**config.mk**
```make
export PLATFORM = sky130hd
export DESIGN_NAME = cdb_arbiter_flat
export DESIGN_NICKNAME = d
export VERILOG_FILES = /design/src/rtl/cdb_arbiter_pkg.sv /design/src/rtl/cdb_arbiter_if.sv /design/src/rtl/cdb_arbiter_rr_pick.sv /design/src/rtl/cdb_arbiter.sv /design/src/flat_wrapper.sv
export SDC_FILE = /design/constraint.sdc
export NUM_CORES = 1
export LEC_CHECK = 0
export ABC_AREA = 1
export CAP_MARGIN = 20
export CORE_MARGIN = 5
export CORE_UTILIZATION = 55
export DETAILED_ROUTE_END_ITERATION = 16
export DONT_BUFFER_PORTS = 1
export MAX_ROUTING_LAYER = met4
export PLACE_DENSITY = 0.7
export SETUP_SLACK_MARGIN = 0.05
export SYNTH_ARGS = -nofsm -noshare
export SYNTH_HDL_FRONTEND = slang
export SYNTH_HIERARCHICAL = 1
export SYNTH_SLANG_ARGS = --single-unit
```
**constraint.sdc**
```tcl
create_clock -name clk_in -period 13.5 [get_ports clk_in]
set_input_delay 2.025 -clock clk_in [delete_from_list [all_inputs] [get_ports clk_in]]
set_output_delay 2.025 -clock clk_in [all_outputs]
set_load 0.01 [all_outputs]
```
**src/rtl/cdb_arbiter_pkg.sv**
```systemverilog
// Shared widths, source indices and helpers for the common-data-bus arbiter.
// Every file that needs these imports the package.
package cdb_arbiter_pkg;

    localparam int ROBIdxWidth = 5;
    localparam int WordWidth   = 32;
    localparam int AddrWidth   = 32;

    localparam int CDBNumSrc   = 3;
    localparam int CDBSrcWidth = 2;
    localparam int SRC_ALU     = 0;
    localparam int SRC_BR      = 1;
    localparam int SRC_LSB     = 2;

    // One result as it appears on the bus, tagged with its source.
    typedef struct packed {
        logic [CDBSrcWidth-1:0] src;
        logic [ROBIdxWidth-1:0] robPos;
        logic [WordWidth-1:0]   res;
        logic                   jumpEn;
        logic [AddrWidth-1:0]   jumpA;
    } cdb_beat_t;

    // Next index in the round-robin ring of numSrc sources.
    function automatic logic [CDBSrcWidth-1:0] wrapInc(input logic [CDBSrcWidth-1:0] idx,
                                                       input int numSrc);
        if (int'(idx) >= numSrc - 1) begin
            return '0;
        end
        return idx + CDBSrcWidth'(1);
    endfunction

endpackage

```
**src/rtl/cdb_arbiter_if.sv**
```systemverilog
// Source handshake and CDB bundle. The arbiter uses the slave modport;
// the completing units and the CDB consumers sit on the master side.
interface cdb_arbiter_if
    import cdb_arbiter_pkg::*;
#(
    parameter int NUM_SRC   = CDBNumSrc,
    parameter int ROB_IDX_W = ROBIdxWidth,
    parameter int WORD_W    = WordWidth,
    parameter int ADDR_W    = AddrWidth
);

    logic                          rdy_in;
    logic                          clear_branch_in;

    logic [NUM_SRC-1:0]            src_valid_in;
    logic [NUM_SRC-1:0]            src_ready_out;
    logic [NUM_SRC*ROB_IDX_W-1:0]  src_rob_pos_in;
    logic [NUM_SRC*WORD_W-1:0]     src_res_in;
    logic [NUM_SRC-1:0]            src_jump_en_in;
    logic [NUM_SRC*ADDR_W-1:0]     src_jump_a_in;

    logic                          cdb_en_out;
    logic [CDBSrcWidth-1:0]        cdb_src_out;
    logic [ROB_IDX_W-1:0]          cdb_rob_pos_out;
    logic [WORD_W-1:0]             cdb_res_out;
    logic                          cdb_jump_en_out;
    logic [ADDR_W-1:0]             cdb_jump_a_out;

    modport master (
        output rdy_in, clear_branch_in,
        output src_valid_in, src_rob_pos_in, src_res_in, src_jump_en_in, src_jump_a_in,
        input  src_ready_out,
        input  cdb_en_out, cdb_src_out, cdb_rob_pos_out, cdb_res_out,
        input  cdb_jump_en_out, cdb_jump_a_out
    );

    modport slave (
        input  rdy_in, clear_branch_in,
        input  src_valid_in, src_rob_pos_in, src_res_in, src_jump_en_in, src_jump_a_in,
        output src_ready_out,
        output cdb_en_out, cdb_src_out, cdb_rob_pos_out, cdb_res_out,
        output cdb_jump_en_out, cdb_jump_a_out
    );

endinterface

```
**src/rtl/cdb_arbiter_rr_pick.sv**
```systemverilog
// Combinational rotate-priority picker: the first requester at or after the
// pointer (wrapping) wins.
module cdb_rr_pick #(
    parameter int NUM_SRC = 3,
    parameter int PTR_W   = 2
) (
    input  logic [NUM_SRC-1:0] req_i,
    input  logic [PTR_W-1:0]   ptr_i,
    output logic [NUM_SRC-1:0] grant_o,
    output logic [PTR_W-1:0]   idx_o,
    output logic               any_o
);

    // Scan farthest-to-nearest so the position closest to the pointer is written last.
    always_comb begin
        int pos;
        logic [PTR_W-1:0] posIdx;
        grant_o = '0;
        idx_o   = '0;
        any_o   = 1'b0;
        pos     = 0;
        posIdx  = '0;
        for (int k = NUM_SRC - 1; k >= 0; k--) begin
            pos = int'(ptr_i) + k;
            if (pos >= NUM_SRC) begin
                pos = pos - NUM_SRC;
            end
            posIdx = PTR_W'(pos);
            if (req_i[posIdx]) begin
                grant_o         = '0;
                grant_o[posIdx] = 1'b1;
                idx_o           = posIdx;
                any_o           = 1'b1;
            end
        end
    end

endmodule

```
**src/rtl/cdb_arbiter.sv**
```systemverilog
// Shares the single ROB result-write port among the completing units: one
// hold buffer per source, round-robin grant, registered CDB outputs.
module cdb_arbiter
    import cdb_arbiter_pkg::*;
#(
    parameter int NUM_SRC   = CDBNumSrc,
    parameter int ROB_IDX_W = ROBIdxWidth,
    parameter int WORD_W    = WordWidth,
    parameter int ADDR_W    = AddrWidth
) (
    input logic          clk_in,
    input logic          rst_n_in,
    cdb_arbiter_if.slave bus
);

    logic [NUM_SRC-1:0]     bufValid_q;
    logic [NUM_SRC-1:0]     bufValid_d;
    logic [ROB_IDX_W-1:0]   bufRobPos_q [NUM_SRC];
    logic [WORD_W-1:0]      bufRes_q    [NUM_SRC];
    logic [NUM_SRC-1:0]     bufJumpEn_q;
    logic [ADDR_W-1:0]      bufJumpA_q  [NUM_SRC];
    logic [CDBSrcWidth-1:0] rrPtr_q;
    logic [CDBSrcWidth-1:0] rrPtr_d;

    logic                   cdbEn_q;
    logic [CDBSrcWidth-1:0] cdbSrc_q;
    logic [ROB_IDX_W-1:0]   cdbRobPos_q;
    logic [WORD_W-1:0]      cdbRes_q;
    logic                   cdbJumpEn_q;
    logic [ADDR_W-1:0]      cdbJumpA_q;

    logic [NUM_SRC-1:0]     grant;
    logic [CDBSrcWidth-1:0] winIdx;
    logic                   anyGrant;
    logic                   active;
    logic [NUM_SRC-1:0]     srcReady;
    logic [NUM_SRC-1:0]     accept;

    cdb_rr_pick #(
        .NUM_SRC (NUM_SRC),
        .PTR_W   (CDBSrcWidth)
    ) uPick (
        .req_i   (bufValid_q),
        .ptr_i   (rrPtr_q),
        .grant_o (grant),
        .idx_o   (winIdx),
        .any_o   (anyGrant)
    );

    // A buffer being granted this edge can be refilled on the same edge.
    assign active     = bus.rdy_in && !bus.clear_branch_in;
    assign srcReady   = active ? (~bufValid_q | grant) : '0;
    assign accept     = srcReady & bus.src_valid_in;
    assign bufValid_d = (bufValid_q & ~grant) | accept;
    assign rrPtr_d    = anyGrant ? wrapInc(winIdx, NUM_SRC) : rrPtr_q;

    always_ff @(posedge clk_in) begin
        if (!rst_n_in) begin
            bufValid_q  <= '0;
            rrPtr_q     <= '0;
            cdbEn_q     <= 1'b0;
            cdbSrc_q    <= '0;
            cdbRobPos_q <= '0;
            cdbRes_q    <= '0;
            cdbJumpEn_q <= 1'b0;
            cdbJumpA_q  <= '0;
        end else if (bus.rdy_in) begin
            if (bus.clear_branch_in) begin
                bufValid_q <= '0;
                rrPtr_q    <= '0;
                cdbEn_q    <= 1'b0;
            end else begin
                bufValid_q <= bufValid_d;
                rrPtr_q    <= rrPtr_d;
                cdbEn_q    <= anyGrant;
                if (anyGrant) begin
                    cdbSrc_q    <= winIdx;
                    cdbRobPos_q <= bufRobPos_q[winIdx];
                    cdbRes_q    <= bufRes_q[winIdx];
                    cdbJumpEn_q <= bufJumpEn_q[winIdx];
                    cdbJumpA_q  <= bufJumpA_q[winIdx];
                end
            end
        end
    end

    // Payload storage needs no reset; it is only read while its valid bit is set.
    always_ff @(posedge clk_in) begin
        for (int i = 0; i < NUM_SRC; i++) begin
            if (accept[i]) begin
                bufRobPos_q[i] <= bus.src_rob_pos_in[i*ROB_IDX_W +: ROB_IDX_W];
                bufRes_q[i]    <= bus.src_res_in[i*WORD_W +: WORD_W];
                bufJumpEn_q[i] <= bus.src_jump_en_in[i];
                bufJumpA_q[i]  <= bus.src_jump_a_in[i*ADDR_W +: ADDR_W];
            end
        end
    end

    assign bus.src_ready_out   = srcReady;
    assign bus.cdb_en_out      = cdbEn_q;
    assign bus.cdb_src_out     = cdbSrc_q;
    assign bus.cdb_rob_pos_out = cdbRobPos_q;
    assign bus.cdb_res_out     = cdbRes_q;
    assign bus.cdb_jump_en_out = cdbJumpEn_q;
    assign bus.cdb_jump_a_out  = cdbJumpA_q;

endmodule

```
**src/flat_wrapper.sv**
```systemverilog
// flat-port wrapper written by rule: the top's interface ports become plain ports
module cdb_arbiter_flat import cdb_arbiter_pkg::*;
#(
    parameter int NUM_SRC   = CDBNumSrc,
    parameter int ROB_IDX_W = ROBIdxWidth,
    parameter int WORD_W    = WordWidth,
    parameter int ADDR_W    = AddrWidth
)
  (clk_in, rst_n_in, bus_rdy_in, bus_clear_branch_in, bus_src_valid_in, bus_src_rob_pos_in, bus_src_res_in, bus_src_jump_en_in, bus_src_jump_a_in, bus_src_ready_out, bus_cdb_en_out, bus_cdb_src_out, bus_cdb_rob_pos_out, bus_cdb_res_out, bus_cdb_jump_en_out, bus_cdb_jump_a_out);
  cdb_arbiter_if #(.NUM_SRC(NUM_SRC), .ROB_IDX_W(ROB_IDX_W), .WORD_W(WORD_W), .ADDR_W(ADDR_W)) bus_i ();
  input logic clk_in;
  input logic rst_n_in;
  input wire logic [$bits(bus_i.rdy_in)-1:0] bus_rdy_in;
  input wire logic [$bits(bus_i.clear_branch_in)-1:0] bus_clear_branch_in;
  input wire logic [$bits(bus_i.src_valid_in)-1:0] bus_src_valid_in;
  input wire logic [$bits(bus_i.src_rob_pos_in)-1:0] bus_src_rob_pos_in;
  input wire logic [$bits(bus_i.src_res_in)-1:0] bus_src_res_in;
  input wire logic [$bits(bus_i.src_jump_en_in)-1:0] bus_src_jump_en_in;
  input wire logic [$bits(bus_i.src_jump_a_in)-1:0] bus_src_jump_a_in;
  output wire logic [$bits(bus_i.src_ready_out)-1:0] bus_src_ready_out;
  output wire logic [$bits(bus_i.cdb_en_out)-1:0] bus_cdb_en_out;
  output wire logic [$bits(bus_i.cdb_src_out)-1:0] bus_cdb_src_out;
  output wire logic [$bits(bus_i.cdb_rob_pos_out)-1:0] bus_cdb_rob_pos_out;
  output wire logic [$bits(bus_i.cdb_res_out)-1:0] bus_cdb_res_out;
  output wire logic [$bits(bus_i.cdb_jump_en_out)-1:0] bus_cdb_jump_en_out;
  output wire logic [$bits(bus_i.cdb_jump_a_out)-1:0] bus_cdb_jump_a_out;
  assign bus_i.rdy_in = bus_rdy_in;
  assign bus_i.clear_branch_in = bus_clear_branch_in;
  assign bus_i.src_valid_in = bus_src_valid_in;
  assign bus_i.src_rob_pos_in = bus_src_rob_pos_in;
  assign bus_i.src_res_in = bus_src_res_in;
  assign bus_i.src_jump_en_in = bus_src_jump_en_in;
  assign bus_i.src_jump_a_in = bus_src_jump_a_in;
  assign bus_src_ready_out = bus_i.src_ready_out;
  assign bus_cdb_en_out = bus_i.cdb_en_out;
  assign bus_cdb_src_out = bus_i.cdb_src_out;
  assign bus_cdb_rob_pos_out = bus_i.cdb_rob_pos_out;
  assign bus_cdb_res_out = bus_i.cdb_res_out;
  assign bus_cdb_jump_en_out = bus_i.cdb_jump_en_out;
  assign bus_cdb_jump_a_out = bus_i.cdb_jump_a_out;
  cdb_arbiter #(.NUM_SRC(NUM_SRC), .ROB_IDX_W(ROB_IDX_W), .WORD_W(WORD_W), .ADDR_W(ADDR_W)) u_core (.clk_in(clk_in), .rst_n_in(rst_n_in), .bus(bus_i));
endmodule
```
After elaboration in Yosys (flattened, before gate mapping)
Memories as Yosys holds them, arrays and structs flattened. A register that Yosys moved wholly into a read port is not among the register bits.
Index checks and enable logic that the tools add are counted.
- bits in registers: 12
- memory bits (writable): 207
- input port bits: 217
- output and inout port bits: 76
- memories: 3
- memory list (memory ; words ; width ; read ports ; clocked after Yosys merged registers in ; write ports ; line ; text):
    u_core.bufJumpA_q ; 3 ; 32 ; 1 ; 1 ; 3 ; cdb_arbiter.sv:21 ; logic [ADDR_W-1:0] bufJumpA_q [NUM_SRC];
    u_core.bufRes_q ; 3 ; 32 ; 1 ; 1 ; 3 ; cdb_arbiter.sv:19 ; logic [WORD_W-1:0] bufRes_q [NUM_SRC];
    u_core.bufRobPos_q ; 3 ; 5 ; 1 ; 1 ; 3 ; cdb_arbiter.sv:18 ; logic [ROB_IDX_W-1:0] bufRobPos_q [NUM_SRC];
- add/sub/neg operators: 6
- magnitude comparators: 11
- mux-type cells: 40
- bitwise logic cells: 7
- reductions and logical operators: 11
- operators by type and width (cell ; count):
    two-way mux 2 bit ; 10
    two-way mux 1 bit ; 18
    two-way mux 3 bit ; 5
    less-than comparator 2 x 3 -> 1 bit, second input constant ; 4
    binary-select mux 1 bit (select 2 bit) ; 4
    AND 3 bit ; 2
    demux 1 bit (select 2 bit) ; 3
    >= comparator 2 x 1 -> 1 bit, second input constant ; 3
    >= comparator 3 x 2 -> 1 bit, second input constant ; 2
    NOT 3 bit ; 2
    bitwise OR 3 bit ; 2
    subtractor 2 bit, second input constant ; 3
    >= comparator 2 bit, second input constant ; 2
    logical AND 1 bit ; 4
    logical NOT 1 bit ; 4
    adder 2 x 1 -> 3 bit, second input constant ; 1
    adder 2 x 2 -> 3 bit, second input constant ; 1
    AND reduction 3 bit ; 1
    adder 2 x 1 -> 2 bit, second input constant ; 1
    AND reduction 2 bit ; 1
    nonzero test 2 bit ; 1
    NOT 1 bit ; 1

Longest topological paths before layout
- word-level depth: 15
- mapped depth: 19
- depth with buffers taken out: 17

By module
Netlist, hierarchy kept.
- modules (own cells, without submodules) (module ; times used ; cells each ; area each (µm²) ; seq. area each (µm²)):
    cdb_arbiter ; 1 ; 938 ; 10750.3 ; 7867.5
    cdb_rr_pick ; 1 ; 63 ; 314.1 ; 0.0

Worst setup path after synthesis
Ideal clock, no wire load.
- kind: input -> register
- from: input bus_clear_branch_in
- to: memory u_core/bufJumpA_q[2][0] (netlist bit), enable pin
- arrival time: 7.286 ns
- path slack: 5.616 ns
- cell stages on the path: 3
- cells stage by stage: inv_2 > nand2_2 > nor3b_1
- RTL lines (element ; line ; text):
    from (decl) ; flat_wrapper.sv:14 ; input wire logic [$bits(bus_i.clear_branch_in)-1:0] bus_clear_branch_in;
    to (decl) ; cdb_arbiter.sv:21 ;

Final worst setup path
- from: input bus_clear_branch_in
- to: output bus_src_ready_out[0]
- cells in the longest elaborated chain, start to end: 3
- RTL lines (element ; line ; text):
    logical NOT 1 bit ; cdb_arbiter.sv:51 ; assign active = bus.rdy_in && !bus.clear_branch_in;
    logical AND 1 bit ; cdb_arbiter.sv:51 ;
    two-way mux 3 bit ; cdb_arbiter.sv:52 ; assign srcReady = active ? (~bufValid_q | grant) : '0;
    to (decl) ; flat_wrapper.sv:20 ; output wire logic [$bits(bus_i.src_ready_out)-1:0] bus_src_ready_out;
Every way passes these cells.

==> results.cfg <==
[clock_tree]
htree_num_levels = 1
post_cts_resized = 0
cts.sink_count = 288
numCtsBuffers = 29
clock_latency_ns = 0.55
post_cts_buffers = 0
holdBufCountCts = 0
ctsRootBufferMaster = clkbuf_16
cts_tree = yes
clkTransAtPathRegs_ns = 0.06
cts_buffer_depth = 3

[layout]
postLayoutCoreUtil_pct = 61.7
fillerInstances = 1585
layout-drive-gt1-share_pct = 6.96
layout_commonest_cell = nand2_1
area_growth_pct = 9.59
mostFrequentLayoutCells = 339 x nand2_1, 210 x edfxtp_1, 151 x nand3_1
nets = 1204

[yosys]
syn_inst = 1001
synth_top_area_share_pct = 57.0
mappedNetlistArea_um2 = 11100
synth_edf_count = 210
synth_cell_types = 28
synth-seq-cells = 288
async_reset_ff_share_pct = 0
synth_fp_nets = 1222
yosysWarnings = 6
avgSynthCellArea_um2 = 11.1
synth_ff_type = edfxtp_1
synth_top_area_cell = edfxtp_1
yosysSeqAreaShare_pct = 71.1
ys_top_cells_by_area = edfxtp_1 57%, dfxtp_1 14%, nand2_1 12%, nand3_1 6.8%, a21oi_1 2.4%

[global_routing]
gr-total-overflow = 0
grt_pass1_wl_um = 41600
antenna_found_initial = 11
grtUsageTotal_pct = 23.5
grt_max_degree = 75
grt_pass1_vias = 6913

[sta]
setup_violations = 0
fin_crit_ns = 4.43
finalSetupTns_ns = 0
skew_ns = 0.0296
hold_viol = 0
rsz0062_at_grt = false
finalMaxSlewViolations = 0
fmax_mhz = 226
post-route-period-util_pct = 32.8
max_slew_margin_pct = 26.4
worst_slew_pin_slew_ns = 1.10

[power_and_ir_drop]
irDropWorstVdd_uv = 134
power_density_nw_per_um2 = 153
p_leak_nw = 4.47

[run_status]
outcome = finished, final reports clean

[floorplan]
initial_core_util_pct = 56.3
rows = 51
die_area_um2 = 23100
ioPinCount = 293
core_area_um2 = 19700
die_x_um = 152
fp.dieH_um = 152

[critical_path]
reg2reg_slack_ns = 9.54
cp_max_fo = 7
arrival_ns = 2.41
worstRegToRegCells = 14
cp_data_required_time_ns = 11.48
r2r_start = u_core/rrPtr_q[0]
r2r_end = u_core/bus.cdb_jump_a_out[19]
worstSetupPathType = input port to output pin
worst_setup_path_start_kind = input port
critical_path.endpoint_type = output pin

[min_path]
worstHoldEndpoint = u_core/rrPtr_q[1]
min-delay-start = u_core/rrPtr_q[1]
hold_path_class = flop to flop
whs_path_depth = 2

[routing]
drt_iter0_markers = 559
wl_um = 27300
drcViolationCount = 0
routedWlPerCell_um = 21.3
ant_nets = 0
via_per_inst = 5.62
drt-pass1-iter-count = 5
num_vias = 7199

[placed_design]
place_congestion = 0.908
io_buffers = 0
place_hpwl_um = 16600

[flow_run]
maxCapViolCount = 0
==> through the flow <==
| stage | hold slack (ns) | setup slack (ns) | cells | cell area [um2] | power (W) |
|---|---|---|---|---|---|
| final | 0.502 | 9.07 | 1282 | 12100 | 0.00185 |
| after global routing | 0.532 | 8.87 | 1282 | 12100 | 0.00192 |
| after CTS | 0.506 | 9.07 | 1271 | 12100 | 0.00186 |
| after detailed placement | 0.497 | 9.06 | 1217 | 11200 | 0.00111 |
| after global placement | 0.495 | 9.07 | 1217 | 11200 | 0.00110 |
| after floorplan | 0.478 | 5.62 | 1001 | 11100 | 0.00108 |
==> Yosys cell counts (2+ instances only) <==
library cell  count
nand2_1         341
edfxtp_1        210
nand3_1         151
dfxtp_1          78
a21oi_1          52
inv_1            38
buf_2            33
nand4_1          26
nor2_1           16
clkbuf_1         14
buf_4             6
inv_2             5
buf_6             4
ha_1              4
nor3b_1           3
o21ai_0           3
o21ai_1           3
buf_1             2
nand2_2           2
nor2_4            2
==> power breakdown <==
| group | leakage, nW | switching [W] | internal, W |
|---|---|---|---|
| logic | 1.48 | 0.0000689 | 0.0000224 |
| registers | 2.56 | 0.0000155 | 0.000980 |
| clock network | 0.433 | 0.000320 | 0.000443 |
| total | 4.47 | 0.000404 | 0.00145 |
==> critical path, cell delays in order <==
cell	delay [ns]
inv_2	0.03
nand2_2	0.12
nor2_1	0.24
==> logic make-up (layout without fill, tap and decap cells) <==
logic type      after synthesis  after routing  share of synthesized area, %
other cells                   0             11                             0
buf+inv                     103            108                          4.34
simple gates                545            545                          21.2
flops                       288            288                          71.1
fa+ha+maj                     4              4                         0.452
compound gates               61             61                          2.86
==> sequential cells by signal, indices dropped and copies added, names as in the netlist <==
| name | count |
|---|---|
| u_core/bufJumpA_q | 96 |
| u_core/bufRes_q | 96 |
| u_core/bus.cdb_jump_a_out | 32 |
| u_core/bus.cdb_res_out | 32 |
| u_core/bufRobPos_q | 15 |
| u_core/bus.cdb_rob_pos_out | 5 |
| u_core/bufJumpEn_q | 3 |
| u_core/bufValid_q | 3 |
| u_core/bus.cdb_src_out | 2 |
| u_core/rrPtr_q | 2 |
| u_core/bus.cdb_en_out | 1 |
| u_core/bus.cdb_jump_en_out | 1 |
==> layout make-up <==
class / instances / area, um2 / area share, %
flip-flops and latches: 288 / 7870 / 64.9
multi-input cells: 610 / 2740 / 22.6
clock buffers: 44 / 832 / 6.86
well taps: 265 / 332 / 2.73
inverters: 44 / 165 / 1.36
clock inverters: 10 / 85.1 / 0.702
repair buffers: 10 / 75.1 / 0.619
diodes: 11 / 27.5 / 0.227
==> how the worst max path moves through the flow <==
| stage | from | to | slack (ns) |
|---|---|---|---|
| final | bus_clear_branch_in | bus_src_ready_out[0] | 9.07 |
| after global placement | bus_clear_branch_in | bus_src_ready_out[1] | 9.07 |
| after detailed placement | bus_clear_branch_in | bus_src_ready_out[1] | 9.06 |
| after floorplan | bus_clear_branch_in | u_core/bufJumpA_q[2][0] | 5.62 |
| after global routing | u_core/rrPtr_q[0] | bus_src_ready_out[2] | 8.87 |
| after CTS | bus_clear_branch_in | bus_src_ready_out[1] | 9.07 |
==> routing by layer <==
layer | up-vias | part of all wire, % | GRT usage (%)
li1 | 3403 | - | -
met1 | 3380 | 39 | 30.3
met2 | 361 | 48 | 35.7
met3 | 55 | 10 | 7.70
met4 | 0 | 3.1 | 7.58
met5 | - | 0 | -
Power figures use the tool's default switching activity.
